===== config.mk =====
export PLATFORM = sky130hd
export DESIGN_NAME = tcp_conn_controller_flat
export DESIGN_NICKNAME = d
export VERILOG_FILES = /design/src/rtl/tcp_conn_if.sv /design/src/rtl/tcp_conn_controller.sv /design/src/flat_wrapper.sv
export SDC_FILE = /design/constraint.sdc
export NUM_CORES = 1
export LEC_CHECK = 0
export BUFFER_PORTS_ARGS = -buffer_cell sky130_fd_sc_hd__buf_2
export CAP_MARGIN = 20
export CORE_MARGIN = 5
export CORE_UTILIZATION = 51
export CTS_CLUSTER_DIAMETER = 40
export DETAILED_ROUTE_END_ITERATION = 10
export GPL_TIMING_DRIVEN = 0
export MAX_ROUTING_LAYER = met4
export PLACE_DENSITY_LB_ADDON = 0.2
export SLEW_MARGIN = 20
export SYNTH_ARGS = -nofsm -noshare
export SYNTH_HDL_FRONTEND = slang
export SYNTH_SLANG_ARGS = --single-unit

===== constraint.sdc =====
create_clock -name clk -period 2.59 [get_ports clk]
set_input_delay 0.3885 -clock clk [delete_from_list [all_inputs] [get_ports clk]]
set_output_delay 0.3885 -clock clk [all_outputs]
set_load 0.03 [all_outputs]

===== src/rtl/tcp_conn_if.sv =====
// Segment-metadata and response-request bundle between the TCP parser/transmitter and the connection controller.

interface tcp_conn_if;
    logic        meta_valid;
    logic        meta_ready;
    logic [15:0] meta_src_port;
    logic [15:0] meta_dst_port;
    logic [31:0] meta_seq_num;
    logic [31:0] meta_ack_num;
    logic [7:0]  meta_flags;
    logic [15:0] meta_payload_len;
    logic        tx_valid;
    logic        tx_ready;
    logic [7:0]  tx_flags;
    logic [31:0] tx_seq;
    logic [31:0] tx_ack;
    logic [15:0] tx_src_port;
    logic [15:0] tx_dst_port;

    modport master (
        output meta_valid, meta_src_port, meta_dst_port, meta_seq_num, meta_ack_num,
               meta_flags, meta_payload_len, tx_ready,
        input  meta_ready, tx_valid, tx_flags, tx_seq, tx_ack, tx_src_port, tx_dst_port
    );

    modport slave (
        input  meta_valid, meta_src_port, meta_dst_port, meta_seq_num, meta_ack_num,
               meta_flags, meta_payload_len, tx_ready,
        output meta_ready, tx_valid, tx_flags, tx_seq, tx_ack, tx_src_port, tx_dst_port
    );
endinterface


===== src/rtl/tcp_conn_controller.sv =====
// Single-connection passive-open TCP controller: SYN/SYN-ACK handshake, in-order data ACKs,
// duplicate ACKs for out-of-order data, passive close, RST handling and handshake/close timeout.

module tcp_conn_controller #(
    parameter logic [31:0] ISN            = 32'h0000_1000,
    parameter int unsigned TIMEOUT_CYCLES = 1_000_000
) (
    input  logic        clk,
    input  logic        rst_n,
    input  logic        cfg_enable,
    input  logic [15:0] cfg_local_port,
    tcp_conn_if.slave   seg,
    output logic [2:0]  conn_state,
    output logic        payload_accept,
    output logic [15:0] drop_count
);

    localparam int unsigned TW = (TIMEOUT_CYCLES < 2) ? 1 : $clog2(TIMEOUT_CYCLES + 1);
    localparam logic [TW-1:0] TIMER_LAST = TW'(TIMEOUT_CYCLES - 1);

    typedef enum logic [2:0] {
        ST_CLOSED      = 3'd0,
        ST_LISTEN      = 3'd1,
        ST_SYN_RCVD    = 3'd2,
        ST_ESTABLISHED = 3'd3,
        ST_LAST_ACK    = 3'd4
    } state_e;

    state_e        state_q, state_d;
    logic [31:0]   rcv_nxt_q, rcv_nxt_d;
    logic [31:0]   snd_nxt_q, snd_nxt_d;
    logic [15:0]   remote_port_q, remote_port_d;
    logic [TW-1:0] timer_q, timer_d;
    logic          tx_valid_q, tx_valid_d;
    logic [7:0]    tx_flags_q, tx_flags_d;
    logic [31:0]   tx_seq_q, tx_seq_d;
    logic [31:0]   tx_ack_q, tx_ack_d;
    logic [15:0]   tx_src_port_q, tx_src_port_d;
    logic [15:0]   tx_dst_port_q, tx_dst_port_d;
    logic          payload_accept_q, payload_accept_d;
    logic [15:0]   drop_count_q, drop_count_d;

    logic          hs_s, in_conn_s, matched_s, in_order_s, has_payload_s, drop_s;
    logic          fin_s, syn_s, rst_s, ack_s;
    logic [31:0]   rcv_adv_s;
    logic          flags_unused_s;

    assign fin_s          = seg.meta_flags[0];
    assign syn_s          = seg.meta_flags[1];
    assign rst_s          = seg.meta_flags[2];
    assign ack_s          = seg.meta_flags[4];
    assign flags_unused_s = ^{seg.meta_flags[7:5], seg.meta_flags[3]};

    // A segment is only taken while no response is waiting, so at most one response is ever in flight.
    assign hs_s          = seg.meta_valid && !tx_valid_q;
    assign in_conn_s     = (state_q == ST_SYN_RCVD) || (state_q == ST_ESTABLISHED) || (state_q == ST_LAST_ACK);
    assign matched_s     = hs_s && (seg.meta_dst_port == cfg_local_port) &&
                           (!in_conn_s || (seg.meta_src_port == remote_port_q));
    assign in_order_s    = (seg.meta_seq_num == rcv_nxt_q);
    assign has_payload_s = (seg.meta_payload_len != 16'h0000);
    assign rcv_adv_s     = rcv_nxt_q + {16'h0000, seg.meta_payload_len} + {31'h0000_0000, fin_s};

    // Segment decision, response loading, timeout and drop accounting.
    always_comb begin
        state_d          = state_q;
        rcv_nxt_d        = rcv_nxt_q;
        snd_nxt_d        = snd_nxt_q;
        remote_port_d    = remote_port_q;
        tx_valid_d       = tx_valid_q && !seg.tx_ready;
        tx_flags_d       = tx_flags_q;
        tx_seq_d         = tx_seq_q;
        tx_ack_d         = tx_ack_q;
        tx_src_port_d    = tx_src_port_q;
        tx_dst_port_d    = tx_dst_port_q;
        payload_accept_d = 1'b0;
        drop_s           = 1'b0;
        timer_d          = timer_q;
        drop_count_d     = drop_count_q;

        if (!cfg_enable && !tx_valid_q) begin
            state_d       = ST_CLOSED;
            rcv_nxt_d     = 32'h0000_0000;
            snd_nxt_d     = 32'h0000_0000;
            remote_port_d = 16'h0000;
            drop_s        = hs_s;
        end else begin
            case (state_q)
                ST_CLOSED: begin
                    drop_s  = hs_s;
                    state_d = cfg_enable ? ST_LISTEN : ST_CLOSED;
                end
                ST_LISTEN: begin
                    if (matched_s && syn_s && !ack_s && !rst_s) begin
                        state_d       = ST_SYN_RCVD;
                        remote_port_d = seg.meta_src_port;
                        rcv_nxt_d     = seg.meta_seq_num + 32'd1;
                        snd_nxt_d     = ISN + 32'd1;
                        tx_valid_d    = 1'b1;
                        tx_flags_d    = 8'h12;
                        tx_seq_d      = ISN;
                        tx_ack_d      = seg.meta_seq_num + 32'd1;
                        tx_src_port_d = cfg_local_port;
                        tx_dst_port_d = seg.meta_src_port;
                    end else begin
                        drop_s = hs_s;
                    end
                end
                ST_SYN_RCVD, ST_LAST_ACK: begin
                    if (matched_s && rst_s) begin
                        state_d = ST_LISTEN;
                    end else if (matched_s && ack_s && (seg.meta_ack_num == snd_nxt_q)) begin
                        state_d = (state_q == ST_SYN_RCVD) ? ST_ESTABLISHED : ST_LISTEN;
                    end else begin
                        drop_s = hs_s;
                        // A matched segment restarts the timer, so it can never expire in that cycle.
                        if (!matched_s && (timer_q == TIMER_LAST)) begin
                            state_d = ST_LISTEN;
                        end else begin
                            state_d = state_q;
                        end
                    end
                end
                ST_ESTABLISHED: begin
                    if (matched_s && rst_s) begin
                        state_d = ST_LISTEN;
                    end else if (matched_s && in_order_s) begin
                        rcv_nxt_d        = rcv_adv_s;
                        payload_accept_d = has_payload_s;
                        if (fin_s) begin
                            state_d       = ST_LAST_ACK;
                            snd_nxt_d     = snd_nxt_q + 32'd1;
                            tx_valid_d    = 1'b1;
                            tx_flags_d    = 8'h11;
                            tx_seq_d      = snd_nxt_q;
                            tx_ack_d      = rcv_adv_s;
                            tx_src_port_d = cfg_local_port;
                            tx_dst_port_d = remote_port_q;
                        end else if (has_payload_s) begin
                            tx_valid_d    = 1'b1;
                            tx_flags_d    = 8'h10;
                            tx_seq_d      = snd_nxt_q;
                            tx_ack_d      = rcv_adv_s;
                            tx_src_port_d = cfg_local_port;
                            tx_dst_port_d = remote_port_q;
                        end else begin
                            state_d = state_q;
                        end
                    end else if (matched_s) begin
                        drop_s        = 1'b1;
                        tx_valid_d    = 1'b1;
                        tx_flags_d    = 8'h10;
                        tx_seq_d      = snd_nxt_q;
                        tx_ack_d      = rcv_nxt_q;
                        tx_src_port_d = cfg_local_port;
                        tx_dst_port_d = remote_port_q;
                    end else begin
                        drop_s = hs_s;
                    end
                end
                default: begin
                    state_d = ST_CLOSED;
                    drop_s  = hs_s;
                end
            endcase
        end

        if (matched_s || (state_d != state_q)) begin
            timer_d = '0;
        end else if ((state_q == ST_SYN_RCVD) || (state_q == ST_LAST_ACK)) begin
            timer_d = timer_q + TW'(1);
        end else begin
            timer_d = '0;
        end

        if (drop_s && (drop_count_q != 16'hFFFF)) begin
            drop_count_d = drop_count_q + 16'd1;
        end else begin
            drop_count_d = drop_count_q;
        end
    end

    // State, connection context and registered outputs.
    always_ff @(posedge clk or negedge rst_n) begin
        if (!rst_n) begin
            state_q          <= ST_CLOSED;
            rcv_nxt_q        <= 32'h0000_0000;
            snd_nxt_q        <= 32'h0000_0000;
            remote_port_q    <= 16'h0000;
            timer_q          <= '0;
            tx_valid_q       <= 1'b0;
            tx_flags_q       <= 8'h00;
            tx_seq_q         <= 32'h0000_0000;
            tx_ack_q         <= 32'h0000_0000;
            tx_src_port_q    <= 16'h0000;
            tx_dst_port_q    <= 16'h0000;
            payload_accept_q <= 1'b0;
            drop_count_q     <= 16'h0000;
        end else begin
            state_q          <= state_d;
            rcv_nxt_q        <= rcv_nxt_d;
            snd_nxt_q        <= snd_nxt_d;
            remote_port_q    <= remote_port_d;
            timer_q          <= timer_d;
            tx_valid_q       <= tx_valid_d;
            tx_flags_q       <= tx_flags_d;
            tx_seq_q         <= tx_seq_d;
            tx_ack_q         <= tx_ack_d;
            tx_src_port_q    <= tx_src_port_d;
            tx_dst_port_q    <= tx_dst_port_d;
            payload_accept_q <= payload_accept_d;
            drop_count_q     <= drop_count_d;
        end
    end

    assign seg.meta_ready  = !tx_valid_q;
    assign seg.tx_valid    = tx_valid_q;
    assign seg.tx_flags    = tx_flags_q;
    assign seg.tx_seq      = tx_seq_q;
    assign seg.tx_ack      = tx_ack_q;
    assign seg.tx_src_port = tx_src_port_q;
    assign seg.tx_dst_port = tx_dst_port_q;
    assign conn_state      = state_q;
    assign payload_accept  = payload_accept_q;
    assign drop_count      = drop_count_q;

endmodule


===== src/flat_wrapper.sv =====
// flat-port wrapper written by rule: the top's interface ports become plain ports
module tcp_conn_controller_flat 
#(
    parameter logic [31:0] ISN            = 32'h0000_1000,
    parameter int unsigned TIMEOUT_CYCLES = 1_000_000
)
  (clk, rst_n, cfg_enable, cfg_local_port, conn_state, payload_accept, drop_count, seg_meta_valid, seg_meta_src_port, seg_meta_dst_port, seg_meta_seq_num, seg_meta_ack_num, seg_meta_flags, seg_meta_payload_len, seg_tx_ready, seg_meta_ready, seg_tx_valid, seg_tx_flags, seg_tx_seq, seg_tx_ack, seg_tx_src_port, seg_tx_dst_port);
  tcp_conn_if seg_i ();
  input  logic clk;
  input  logic rst_n;
  input  logic cfg_enable;
  input  logic [15:0] cfg_local_port;
  output logic [2:0] conn_state;
  output logic payload_accept;
  output logic [15:0] drop_count;
  input wire logic [$bits(seg_i.meta_valid)-1:0] seg_meta_valid;
  input wire logic [$bits(seg_i.meta_src_port)-1:0] seg_meta_src_port;
  input wire logic [$bits(seg_i.meta_dst_port)-1:0] seg_meta_dst_port;
  input wire logic [$bits(seg_i.meta_seq_num)-1:0] seg_meta_seq_num;
  input wire logic [$bits(seg_i.meta_ack_num)-1:0] seg_meta_ack_num;
  input wire logic [$bits(seg_i.meta_flags)-1:0] seg_meta_flags;
  input wire logic [$bits(seg_i.meta_payload_len)-1:0] seg_meta_payload_len;
  input wire logic [$bits(seg_i.tx_ready)-1:0] seg_tx_ready;
  output wire logic [$bits(seg_i.meta_ready)-1:0] seg_meta_ready;
  output wire logic [$bits(seg_i.tx_valid)-1:0] seg_tx_valid;
  output wire logic [$bits(seg_i.tx_flags)-1:0] seg_tx_flags;
  output wire logic [$bits(seg_i.tx_seq)-1:0] seg_tx_seq;
  output wire logic [$bits(seg_i.tx_ack)-1:0] seg_tx_ack;
  output wire logic [$bits(seg_i.tx_src_port)-1:0] seg_tx_src_port;
  output wire logic [$bits(seg_i.tx_dst_port)-1:0] seg_tx_dst_port;
  assign seg_i.meta_valid = seg_meta_valid;
  assign seg_i.meta_src_port = seg_meta_src_port;
  assign seg_i.meta_dst_port = seg_meta_dst_port;
  assign seg_i.meta_seq_num = seg_meta_seq_num;
  assign seg_i.meta_ack_num = seg_meta_ack_num;
  assign seg_i.meta_flags = seg_meta_flags;
  assign seg_i.meta_payload_len = seg_meta_payload_len;
  assign seg_i.tx_ready = seg_tx_ready;
  assign seg_meta_ready = seg_i.meta_ready;
  assign seg_tx_valid = seg_i.tx_valid;
  assign seg_tx_flags = seg_i.tx_flags;
  assign seg_tx_seq = seg_i.tx_seq;
  assign seg_tx_ack = seg_i.tx_ack;
  assign seg_tx_src_port = seg_i.tx_src_port;
  assign seg_tx_dst_port = seg_i.tx_dst_port;
  tcp_conn_controller #(.ISN(ISN), .TIMEOUT_CYCLES(TIMEOUT_CYCLES)) u_core (.clk(clk), .rst_n(rst_n), .cfg_enable(cfg_enable), .cfg_local_port(cfg_local_port), .seg(seg_i), .conn_state(conn_state), .payload_accept(payload_accept), .drop_count(drop_count));
endmodule

* Word-level counts from Yosys, hierarchy flattened
Cells that the tools add are included.
** Storage, ports and cells
- Logic and storage cells :: 156
- Output and inout bits :: 126
- Flip-flop bits (word level) :: 225
** Cells by class
- Reductions and logical operators :: 37
- Bitwise gates (word level) :: 1
- Multiplexer cells :: 80
- Equality and inequality tests :: 19
- Add/sub/neg operators :: 6
** Operator list (count)
- 32-bit 2-to-1 mux :: 20
- 32-bit one-hot mux with 2 select lines :: 4
- 16-bit 2-to-1 mux :: 14
- 32-bit by 1-bit adder with 32-bit output, second input constant :: 2
- 32-bit equality test :: 2
- 16-bit one-hot mux with 2 select lines :: 2
- 8-bit 2-to-1 mux :: 6
- 20-bit 2-to-1 mux :: 2
- 32-bit by 1-bit adder with 32-bit output :: 1
- 32-bit by 16-bit adder with 32-bit output :: 1
- 16-bit equality test :: 2
- 3-bit 2-to-1 mux :: 8
- 20-bit by 1-bit adder with 20-bit output, second input constant :: 1
- 20-bit equality test, second input constant :: 1
- 1-bit 2-to-1 mux :: 19
- 16-bit by 1-bit adder with 16-bit output, second input constant :: 1
- 16-bit inequality test, second input constant :: 1
- 8-bit one-hot mux with 2 select lines :: 1
- 16-bit nonzero test :: 1
- 1-bit logical AND :: 14
- 3-bit one-hot mux with 4 select lines :: 1
- 3-bit inequality test, second input constant :: 3
- 1-bit logical NOT :: 7
- 3-bit by 2-bit equality test with 1-bit output, second input constant :: 2
- other kinds (21) :: 27

* Logic depth before layout (Yosys ltp)
Gate-level depths: netlist of the first run.
- Depth after elaboration :: 16
- Depth in mapped cells :: 13
- Depth with buffers taken out :: 11

* Worst setup path after synthesis of the first run
Ideal clock, no wire load.
- Kind :: reg2reg
- From :: register u_core.state_q[0] (netlist: u_core.conn_state[0])
- To :: register u_core.snd_nxt_q[31]
- Arrival time :: 2.704 ns
- Setup slack :: -0.192 ns
- Buffers on the path :: 2
- Required time :: 2.512 ns
- Stages on the path, launching flop included :: 11
- Path through :: dfrtp_1 -> buf_2 -> inv_1 -> or2_1 -> clkbuf_1 -> nor2_1 -> nand3_2 -> a211o_1 -> a211o_1 -> or4_1 -> a21oi_1
** On the way
- Cells in the longest elaborated chain, start to end :: 11
** RTL lines
- start, declared :: RTL line tcp_conn_controller.sv:29 : state_e state_q, state_d;
- start signal, assigned :: RTL line tcp_conn_controller.sv:199 : state_q <= state_d;
- 3-bit by 2-bit equality test with 1-bit output (on tied branches) :: RTL line tcp_conn_controller.sv:56, tcp_conn_controller.sv:87
- 1-bit logical OR (2 in series) :: RTL line tcp_conn_controller.sv:56 : assign in_conn_s = (state_q == ST_SYN_RCVD) || (state_q == ST_ESTABLISHED) || (state_q == ST_LAST_ACK);
- 1-bit logical NOT :: RTL line tcp_conn_controller.sv:58 : (!in_conn_s || (seg.meta_src_port == remote_port_q));
- 1-bit logical OR :: RTL line tcp_conn_controller.sv:58
- 1-bit logical AND :: RTL line tcp_conn_controller.sv:57 : assign matched_s = hs_s && (seg.meta_dst_port == cfg_local_port) &&
- 1-bit logical AND (3 in series) :: RTL line tcp_conn_controller.sv:93 : if (matched_s && syn_s && !ack_s && !rst_s) begin
- 3-bit by 1-bit inequality test with 1-bit output (no source line)
- 5-bit AND reduction (no source line)
- end signal, assigned :: RTL line tcp_conn_controller.sv:201 : snd_nxt_q <= snd_nxt_d;
- end, declared :: RTL line tcp_conn_controller.sv:31 : logic [31:0] snd_nxt_q, snd_nxt_d;
Parallel ways exist; a longest one is shown, timed or not.
A chain may end at the register's enable or synchronous reset.

* Worst setup path after layout of the first run
- From :: register u_core.rcv_nxt_q[0]
- To :: register u_core.snd_nxt_q[9]
** On the way
- Cells in the longest elaborated chain, start to end :: 4
** RTL lines
- start, declared :: RTL line tcp_conn_controller.sv:30 : logic [31:0] rcv_nxt_q, rcv_nxt_d;
- start signal, assigned :: RTL line tcp_conn_controller.sv:200 : rcv_nxt_q <= rcv_nxt_d;
- 32-bit equality test :: RTL line tcp_conn_controller.sv:59 : assign in_order_s = (seg.meta_seq_num == rcv_nxt_q);
- 1-bit logical AND :: RTL line tcp_conn_controller.sv:126 : end else if (matched_s && in_order_s) begin
- 3-bit inequality test (no source line)
- 5-bit AND reduction (no source line)
Every way passes these cells.

==> reports/qor.csv, run 1 <==
metric,value,unit
root buffer cell,clkbuf_16,
antenna fix cells,0,
critical path data arrival time,3.39,ns
fraction of layout cells with a size suffix above 1,42.29,%
most common cell in the netlist,dfrtp_1,
# rows,59,
Peak VDD IR,501.5,uV
synth-to-layout area growth,48.96,%
core area,25840,um^2
RSZ-0062 raised after global routing,yes,
Num CTS Buffers,39,
DRC,0,
clock network power share,53.2,%
Final setup viols,208,
Synth area leaders,"dfrtp_1 (42%), xnor2_1 (9.4%), nand2_1 (5.6%), o21ai_0 (5.4%), a21oi_1 (3.3%)",
die extent in x,171.2,um
# H-tree levels,2,
post-route cell area,19740,um^2
Vias/cell,6.172,
Netlist cell types,73,
drt pass-1 iters,5,
antenna violations before repair,0,
ys async rst share,100.0,%
Flop pwr share,36.8,%
Switching Fraction,26.13,%
Crit Path Class,reg -> reg,
Seq cells post-synth,220,
P_leak,0.008796,uW
DR WL met2,24530,um
switching power,2528,uW
"EDFF count, synth",0,
Comb power frac,10.0,%
top-level I/O count,267,
status,finished with violations,
"area leader, netlist",dfrtp_1,
sequential standard cell area,5517,um^2
critical-path cell list,buf_12 -> xnor2_4 -> nand4_1 -> nor4_4 -> buf_4 -> buf_6 -> nand3_4 -> buf_6 -> a211oi_4 -> nor2_4 -> or4_1 -> a21oi_1,
Worst R2R Path Depth,12,
Worst R2R Start,u_core.rcv_nxt_q[0],
fin. max-slew vios,0,
post-layout min period,2.940,ns
top-area cell type share of the netlist area,41.55,%
R2R setup slack,-0.35,ns
final WL,52920,um
DRT met1 WL,20330,um
largest stage delay on the critical path,0.53,ns
worst setup path startpoint,u_core.rcv_nxt_q[0],
fmax,340.1,MHz
DIE AREA,29300,um^2
Clock Path Buffers,3,
Worst Clk Skew,0.02743,ns
worst reg2reg path endpoint,u_core.snd_nxt_q[9],
slew margin rel.,31.62,%
Final ANT Viol Nets,0,
ys flop type,dfrtp_1,
failing checks,setup timing,
placed inst area,15050,um^2
worst setup path endpoint,u_core.snd_nxt_q[9],
final non-filler cell total,2241,
Worst Path Max Fanout,5,
Worst setup EP type,flop,
1st-iter DRT viols,1267,
cells after synthesis,1478,
WL/cell,23.61,um
worst skew pair latency,0.53,ns
Die Ht,171.2,um
Layout fillers,1783,
final core utilization,76.39,%
Worst path most repeated cell,buf_6,
vias in the first global route,13112,
Starting Density,51.28,%
crit path max-delay cell type,or4_1,
Final Hold Fails,0,
startpoint types,flop,
clk slew on worst S/H paths,0.05,ns
CTS tree,done,
average size of a mapped cell,8.965,um^2
"Worst Setup Slack, final",-0.3503,ns
multi-input logic area,9031,um^2
gr usage total,32.79,%
dpl hpwl,34280,um
Post-Syn Area,13250,um^2
Hold Crit Class,in -> reg,
worst slew pin tran,1.026,ns
Post-Place Cells,2073,
Max Cap Viol,0,
Final GP Congestion,0.9993,
GR Overflow Total,0,
cell-internal power,7146,uW
Post-synth top cells,"dfrtp_1 (220), nand2_1 (197), o21ai_0 (143)",
DR vias,13831,
largest net degree at the start of global routing,99,
clock sink count,220,
Setup Slack @ Placement,-1.675,ns
Power per Cell Area,490.1,nW/um^2
metal3 WL,5809,um
final net count,2040,
Ys Warns,0,
Worst Path Required,3.04,ns
crit share post-route,113.5,%
global-route wire length before repair,73400,um
Top Layer Used,met4,
sequential share of the synthesized area,41.55,%
buffers added on ports,254,
[layout by cell type, fill, tap and decap left out, types with 23 or more instances in the layout]
cell type / netlist / final
a21oi_1: 88 / 59
a21oi_2: 0 / 25
and3_1: 37 / 35
buf_2: 17 / 261
buf_4: 5 / 59
buf_6: 1 / 33
clkbuf_16: 0 / 56
dfrtp_1: 220 / 211
inv_1: 25 / 23
mux2_4: 0 / 25
mux2i_1: 27 / 26
nand2_1: 197 / 136
nand2_2: 0 / 30
nand2_4: 0 / 30
nand3_1: 46 / 40
nand4_1: 47 / 47
nor2_1: 81 / 61
o21ai_0: 143 / 30
o21ai_1: 1 / 68
o21ai_2: 0 / 42
xnor2_1: 142 / 129
xor2_1: 45 / 44
[layer usage]
layer,vias up,track usage [%]
met2,817,50.83
met5,-,-
met4,0,11.13
met1,6733,42.62
met3,196,7.837
li1,6085,-
[final cells by class]
| class | instances | share of cell area, % |
|---|---|---|
| Buffer | 79 | 3.848 |
| Tap cell | 335 | 2.124 |
| Sequential cell | 220 | 27.95 |
| Inverter | 25 | 0.4754 |
| Clock inverter | 21 | 1.192 |
| Timing Repair Buffer | 361 | 13.18 |
| Multi-Input combinational cell | 1152 | 45.76 |
| Clock buffer | 48 | 5.477 |
[state kept, by name (all words and copies together), names as in the netlist]
signal and flops:
u_core.rcv_nxt_q 32, u_core.seg.tx_ack 32, u_core.seg.tx_seq 32, u_core.snd_nxt_q 32, u_core.timer_q 20, u_core.drop_count 16
u_core.remote_port_q 16, u_core.seg.tx_dst_port 16, u_core.seg.tx_src_port 16, u_core.conn_state 3, u_core.seg.tx_flags 3, u_core.payload_accept 1
u_core.seg.tx_valid 1
[logic make-up (layout without fill, tap and decap cells)]
logic type	after synthesis	in the layout	share of synthesized area [%]
multiplexers	55	55	4.419
AO/OA/AOI/OAI	356	357	16.40
adder cells (fa/ha/maj)	21	21	2.096
XOR/XNOR	187	187	12.36
flip-flops	220	220	41.55
other	1	5	0.02830
buffers and inverters	112	534	3.541
AND/OR/NAND/NOR	526	527	19.60
[power groups by stage]
stage                     sequential [uW]  combinational [uW]  clock [uW]
after detailed placement             3610                 841           0
after floorplan                      3690                 343           0
after global placement               3610                 821           0
after global routing                 3560                1040        5360
final                                3560                 970        5150
after CTS                            3550                 896        5160
[worst min-delay path by stage]
stage / depth (start not counted) / endpoint / slack (ns) / startpoint
2_1_floorplan: 0 / u_core.conn_state[0] / 0.09 / rst_n
3_3_place_gp: 1 / u_core.seg.tx_flags[4] / 0.44 / u_core.seg.tx_flags[4]
3_5_place_dp: 1 / u_core.seg.tx_ack[12] / 0.26 / rst_n
4_1_cts: 2 / u_core.seg.tx_src_port[2] / 0.12 / cfg_local_port[2]
5_1_grt: 2 / u_core.remote_port_q[14] / 0.12 / seg_meta_src_port[14]
6_report: 2 / u_core.seg.tx_src_port[5] / 0.13 / cfg_local_port[5]
[per-stage QoR]
stage | power (uW) | hold slack, ns | TNS (ns)
after floorplan | 4038 | 0.09291 | -0.09171
after global placement | 4427 | 0.4438 | -851.62
after detailed placement | 4451 | 0.2646 | -236.30
after CTS | 9604 | 0.1164 | -14.61
after global routing | 9961 | 0.1207 | -48.66
final | 9674 | 0.1279 | -35.76
[critical path: cells and delay by family (launching register included)]
kind / cells / cell delay (ns)
simple gates: 5 / 1.14
buf+inv: 4 / 0.57
compound gates: 2 / 0.54
flops: 1 / 0.43
xor+xnor: 1 / 0.16
[repair_timing]
item                                   in CTS  in global routing
pin swaps                                 115                179
endpoints found under the hold margin      25                  0
buffers inserted                           47                 40
hold buffers                                1                  0
cloned                                      4                 18
gates resized for setup                   327                379
setup endpoints to repair                 217                216
Power figures use the tool's default switching activity.
==> run 2, diff against run 1 <==
--- a/config.mk
+++ b/config.mk
@@ -8,7 +8,7 @@
 export BUFFER_PORTS_ARGS = -buffer_cell sky130_fd_sc_hd__buf_2
 export CAP_MARGIN = 20
 export CORE_MARGIN = 5
-export CORE_UTILIZATION = 51
+export CORE_UTILIZATION = 56
 export CTS_CLUSTER_DIAMETER = 40
 export DETAILED_ROUTE_END_ITERATION = 10
 export GPL_TIMING_DRIVEN = 0
==> constraint.sdc (replaced) <==
create_clock -name clk -period 2.72 [get_ports clk]
set_input_delay 0.408 -clock clk [delete_from_list [all_inputs] [get_ports clk]]
set_output_delay 0.408 -clock clk [all_outputs]
set_load 0.03 [all_outputs]
==> run 2 against run 1 <==
Compared with the run above: the flow still finishes with violations (setup timing); non-clock buffer count down 34; hold slack gained 0.022 ns; critical endpoint is now u_core.snd_nxt_q[31]; cell count down 2.4%; via count shrank 0.84%; setup slack gained 0.14 ns; critical path type unchanged; count of clock-buffer cells in the layout stayed put; sequential share of layout area increased by 2.5 points.
==> reports/qor.csv, run 2 (synthesis results as in run 1) <==
metric,value,unit
Die Ht,163.8,um
crit path max-delay cell type,or4_4,
GR Overflow Total,0,
Hold Crit Start,seg_meta_src_port[14],
# H-tree levels,2,
Peak VDD IR,426.5,uV
"delay-heaviest family, CP",simple AND/OR/NAND/NOR gates,
synth-to-layout area growth,36.87,%
P_leak,0.008220,uW
gr usage total,34.44,%
Worst Clk Skew,0.01373,ns
Layout fillers,1636,
Final GP Congestion,1.020,
fraction of layout cells with a size suffix above 1,34.69,%
Clock Path Buffers,3,
status,finished with violations,
vias in the first global route,13081,
dpl hpwl,33170,um
buffers added on ports,254,
largest net degree at the start of global routing,98,
worst reg2reg path endpoint,u_core.snd_nxt_q[31],
most frequent cells in the layout,"buf_2 (263), dfrtp_1 (210), nand2_1 (192), xnor2_1 (126), o21ai_0 (95)",
crit share post-route,107.7,%
final net count,2003,
critical path data arrival time,3.37,ns
RSZ-0062 raised after global routing,yes,
1st-iter DRT viols,1720,
fmax,341.3,MHz
worst skew pair latency,0.52,ns
Buf/Inv on CP,2,
Worst Path Required,3.16,ns
DRC,0,
final core utilization,77.50,%
Worst Path Max Fanout,4,
Starting Density,56.62,%
CTS tree,done,
post-layout min period,2.930,ns
global-route wire length before repair,71020,um
DR vias,13715,
clk slew on worst S/H paths,0.06,ns
Final setup viols,86,
die extent in x,163.8,um
Hold Crit Class,in -> reg,
Tot Pwr,9219,uW
Num CTS Buffers,37,
final setup TNS,-10.51,ns
Hold Crit Endpoint,u_core.remote_port_q[14],
DIE AREA,26840,um^2
Worst R2R Start,u_core.remote_port_q[15],
drt pass-1 iters,6,
clock sink count,220,
worst slew pin tran,1.378,ns
largest stage delay on the critical path,0.43,ns
antenna violations before repair,1,
final WL,49730,um
core area,23400,um^2
Power per Cell Area,508.3,nW/um^2
WL/cell,22.73,um
startpoint types,flop,
post-route cell area,18140,um^2
Hold Path Depth,2,
Worst R2R Path Depth,10,
root buffer cell,clkbuf_16,
Final Hold Fails,0,
placed inst area,15010,um^2
# rows,56,
slew margin rel.,7.803,%
failing checks,setup timing,
"most common cell after layout, fill and taps aside",buf_2,
Worst setup EP type,flop,
"Worst Setup Slack, final",-0.2097,ns
critical-path cell list,xnor2_2 -> nand4_1 -> nor4_4 -> buf_6 -> o211ai_4 -> buf_6 -> a211o_4 -> a211o_4 -> or4_4 -> a21oi_2,
Crit Path Class,reg -> reg,
fin. max-slew vios,0,
Max Cap Viol,0,
Final ANT Viol Nets,0,
top-level I/O count,267,
Vias/cell,6.268,
Hold Slack,0.1497,ns
R2R setup slack,-0.21,ns
[run 2: final cells by class]
class,count,area [um^2],share of cell area [%]
antenna,1,2.502,0.01380
buffer,80,545.5,3.008
clock buffer,48,1060,5.843
clock inverter,18,227.7,1.256
inverter,25,93.84,0.5174
multi-input combinational,1151,8300,45.77
sequential,220,5518,30.42
tap,319,399.1,2.201
timing repair buffer,326,1989,10.97
[run 2: per-layer routing]
metal  up-vias  part of all wire (%)  GRT usage (%)
met5         -                     0              -
met4         0                   4.4          12.35
met3       194                    10          8.632
met2       837                    47          53.44
met1      6681                    39          44.21
li1       6003                     -              -
[run 2: power breakdown]
group / switching [uW] / leakage (uW) / internal (uW)
Clock: 1790 / 0.000627 / 3080
Sequential: 75.2 / 0.00304 / 3320
Combinational: 572 / 0.00455 / 372
Total: 2440 / 0.00822 / 6780
[run 2: timing repair]
item | 4_1_cts | 5_1_grt
setup endpoints to repair | 216 | 213
hold endpoints to repair | 60 | 0
cloned | 0 | 6
pin swaps | 44 | 84
hold buffers | 1 | 0
resized for setup | 138 | 259
buffers inserted | 34 | 30
[run 2: worst max-delay path by stage]
| stage | start | endpoint | slack (ns) | cells past startpoint |
|---|---|---|---|---|
| detailed placement | seg_meta_payload_len[11] | u_core.seg.tx_seq[27] | -1.56 | 11 |
| finish | u_core.remote_port_q[15] | u_core.snd_nxt_q[31] | -0.21 | 10 |
| CTS | u_core.rcv_nxt_q[0] | u_core.seg.tx_ack[12] | -0.11 | 12 |
| global placement | rst_n | u_core.conn_state[0] | -3.05 | 1 |
| global route | u_core.snd_nxt_q[14] | u_core.snd_nxt_q[31] | -0.30 | 9 |
| floorplan | u_core.seg.tx_valid | u_core.snd_nxt_q[31] | 0.0004 | 9 |
[run 2: stage by stage]
step	setup slack, ns	cells
global route	-0.3030	2188
detailed placement	-1.562	2057
CTS	-0.1102	2152
global placement	-3.049	2055
floorplan	0.0004303	1482
finish	-0.2097	2188
==> run 3, diff against run 2 <==
--- a/config.mk
+++ b/config.mk
@@ -5,8 +5,8 @@
 export SDC_FILE = /design/constraint.sdc
 export NUM_CORES = 1
 export LEC_CHECK = 0
-export BUFFER_PORTS_ARGS = -buffer_cell sky130_fd_sc_hd__buf_2
-export CAP_MARGIN = 20
+export BUFFER_PORTS_ARGS = -buffer_cell sky130_fd_sc_hd__clkbuf_2
+export CAP_MARGIN = 25
 export CORE_MARGIN = 5
 export CORE_UTILIZATION = 56
 export CTS_CLUSTER_DIAMETER = 40
==> run 3 against run 2 <==
Compared with the run above: the flow still finishes with violations (setup timing); setup slack gained 0.011 ns; count of clock-buffer cells in the layout decreased by 5; critical path depth grew 1; sequential power is essentially flat; sequential share of layout area shrank 0.97 points; die area did not move; core utilization up 2.7 points; total power grew 0.96%; fmax increased by 0.39%; register-to-register slack is essentially flat; first-iteration DRC count grew 1.3%.
==> reports/qor.csv, run 3 (synthesis results as in run 1) <==
metric,value,unit
Worst Path Max Fanout,5,
Post-Place Cells,2058,
Worst path most repeated cell,buf_6,
Hold Slack,0.1492,ns
antenna violations before repair,0,
Clock Path Buffers,3,
post-route cell area,18760,um^2
Power per Cell Area,496.0,nW/um^2
DRC,0,
startpoint types,flop,
largest net degree at the start of global routing,66,
final WL,50670,um
Final setup viols,43,
DIE AREA,26840,um^2
critical-path cell list,xnor2_1 -> nand4_1 -> nor4_4 -> buf_6 -> o211ai_4 -> buf_6 -> a211o_4 -> a211o_4 -> buf_6 -> or3_1 -> a21oi_2,
post-layout min period,2.918,ns
slew margin rel.,10.65,%
1st-iter DRT viols,1743,
Vias/cell,6.262,
gr usage total,35.24,%
Peak VDD IR,410.7,uV
Worst R2R Start,u_core.remote_port_q[10],
die extent in x,163.8,um
Final GP Congestion,1.001,
Hold Crit Class,in -> reg,
fin. max-slew vios,0,
worst reg2reg path endpoint,u_core.snd_nxt_q[17],
Layout fillers,1533,
worst setup path startpoint,u_core.remote_port_q[10],
final setup TNS,-2.186,ns
crit path max-delay cell type,dfrtp_1,
failing checks,setup timing,
buffers added on ports,254,
worst slew pin tran,1.335,ns
top-level I/O count,267,
most frequent cells in the layout,"clkbuf_2 (266), dfrtp_1 (204), nand2_1 (175), xnor2_1 (127), o21ai_0 (80)",
clock sink count,220,
synth-to-layout area growth,41.60,%
final non-filler cell total,2200,
Worst Path Required,3.16,ns
"Worst Setup Slack, final",-0.1983,ns
P_leak,0.008449,uW
Starting Density,56.62,%
vias in the first global route,13249,
placed inst area,15030,um^2
Max Cap Viol,0,
Worst setup EP type,flop,
Worst R2R Path Depth,11,
dpl hpwl,33120,um
Worst Clk Skew,0.02217,ns
Num CTS Buffers,36,
"most common cell after layout, fill and taps aside",clkbuf_2,
fmax,342.7,MHz
Crit Path Class,reg -> reg,
RSZ-0062 raised after global routing,yes,
largest stage delay on the critical path,0.40,ns
final net count,2017,
GR Overflow Total,0,
global-route wire length before repair,72030,um
root buffer cell,clkbuf_16,
CTS tree,done,
Final ANT Viol Nets,0,
WL/cell,23.03,um
DR vias,13776,
status,finished with violations,
crit share post-route,107.3,%
# H-tree levels,2,
worst skew pair latency,0.52,ns
critical path data arrival time,3.36,ns
final core utilization,80.17,%
worst setup path endpoint,u_core.snd_nxt_q[17],
clk slew on worst S/H paths,0.06,ns
Die Ht,163.8,um
antenna fix cells,0,
Final Hold Fails,0,
fraction of layout cells with a size suffix above 1,36.52,%
R2R setup slack,-0.20,ns
drt pass-1 iters,6,
# rows,56,
core area,23400,um^2
run 3: changes by cell type in the layout (fill, tap and decap cells not counted), sizes merged, moves of 2 or more:
| cell | previous run | this run |
|---|---|---|
| clkinvlp | 2 | 4 |
| clkinv | 4 | 7 |
| bufinv | 3 | 7 |
| inv | 34 | 28 |
| clkbuf | 90 | 347 |
| buf | 363 | 115 |
run 3: worst min path at each step:
stage                                start  slack [ns]  depth (start not counted)                         to
finish                   cfg_local_port[1]        0.15                          2  u_core.seg.tx_src_port[1]
global route             cfg_local_port[1]        0.15                          2  u_core.seg.tx_src_port[1]
CTS                      cfg_local_port[1]        0.14                          2  u_core.seg.tx_src_port[1]
detailed placement                   rst_n        0.37                          1       u_core.rcv_nxt_q[12]
global placement    u_core.seg.tx_flags[4]        0.45                          1     u_core.seg.tx_flags[4]
floorplan                            rst_n        0.11                          0       u_core.conn_state[0]
run 3: power by group:
group	total (uW)	internal (uW)	switching (uW)
combinational	901	340	561
clock	5020	3310	1710
sequential	3390	3320	62.9
run 3: cell type report:
cell class                      instances  area, um^2  share of cell area, %
Multi-Input combinational cell       1151        8407                  44.81
Sequential cell                       220        5525                  29.45
Timing Repair Buffer                  342        2344                  12.49
Clock buffer                           43       999.7                  5.328
Buffer                                 79       666.9                  3.555
Tap cell                              319       399.1                  2.127
Clock inverter                         21       326.6                  1.741
Inverter                               25       93.84                 0.5002
run 3: repair_timing:
| item | CTS | global route |
|---|---|---|
| hold endpoints to repair | 41 | 0 |
| pin swaps | 54 | 83 |
| cloned | 1 | 16 |
| setup endpoints to repair | 216 | 209 |
| setup buffers | 36 | 32 |
| hold buffers | 1 | 0 |
| resized for setup | 169 | 301 |
run 3: metrics by stage:
step	setup WS, ns	power (uW)
6_report	-0.1983	9307
5_1_grt	-0.3051	9565
3_3_place_gp	-3.656	4205
3_5_place_dp	-1.561	4231
2_1_floorplan	0.0004303	3844
4_1_cts	-0.1229	9239
run 3: worst max-delay path, delay by kind of cell (launching register included):
kind / cells / cell delay [ns]
buffers and inverters: 3 / 0.49
XOR/XNOR: 1 / 0.22
flip-flops: 1 / 0.40
AND/OR/NAND/NOR: 3 / 0.83
AO/OA/AOI/OAI: 4 / 0.90
run 3: routing by layer:
metal | part of all wire [%] | global-route usage (%)
met5 | 0 | -
met4 | 4.2 | 12.09
met3 | 12 | 8.783
met2 | 47 | 54.90
met1 | 38 | 45.32
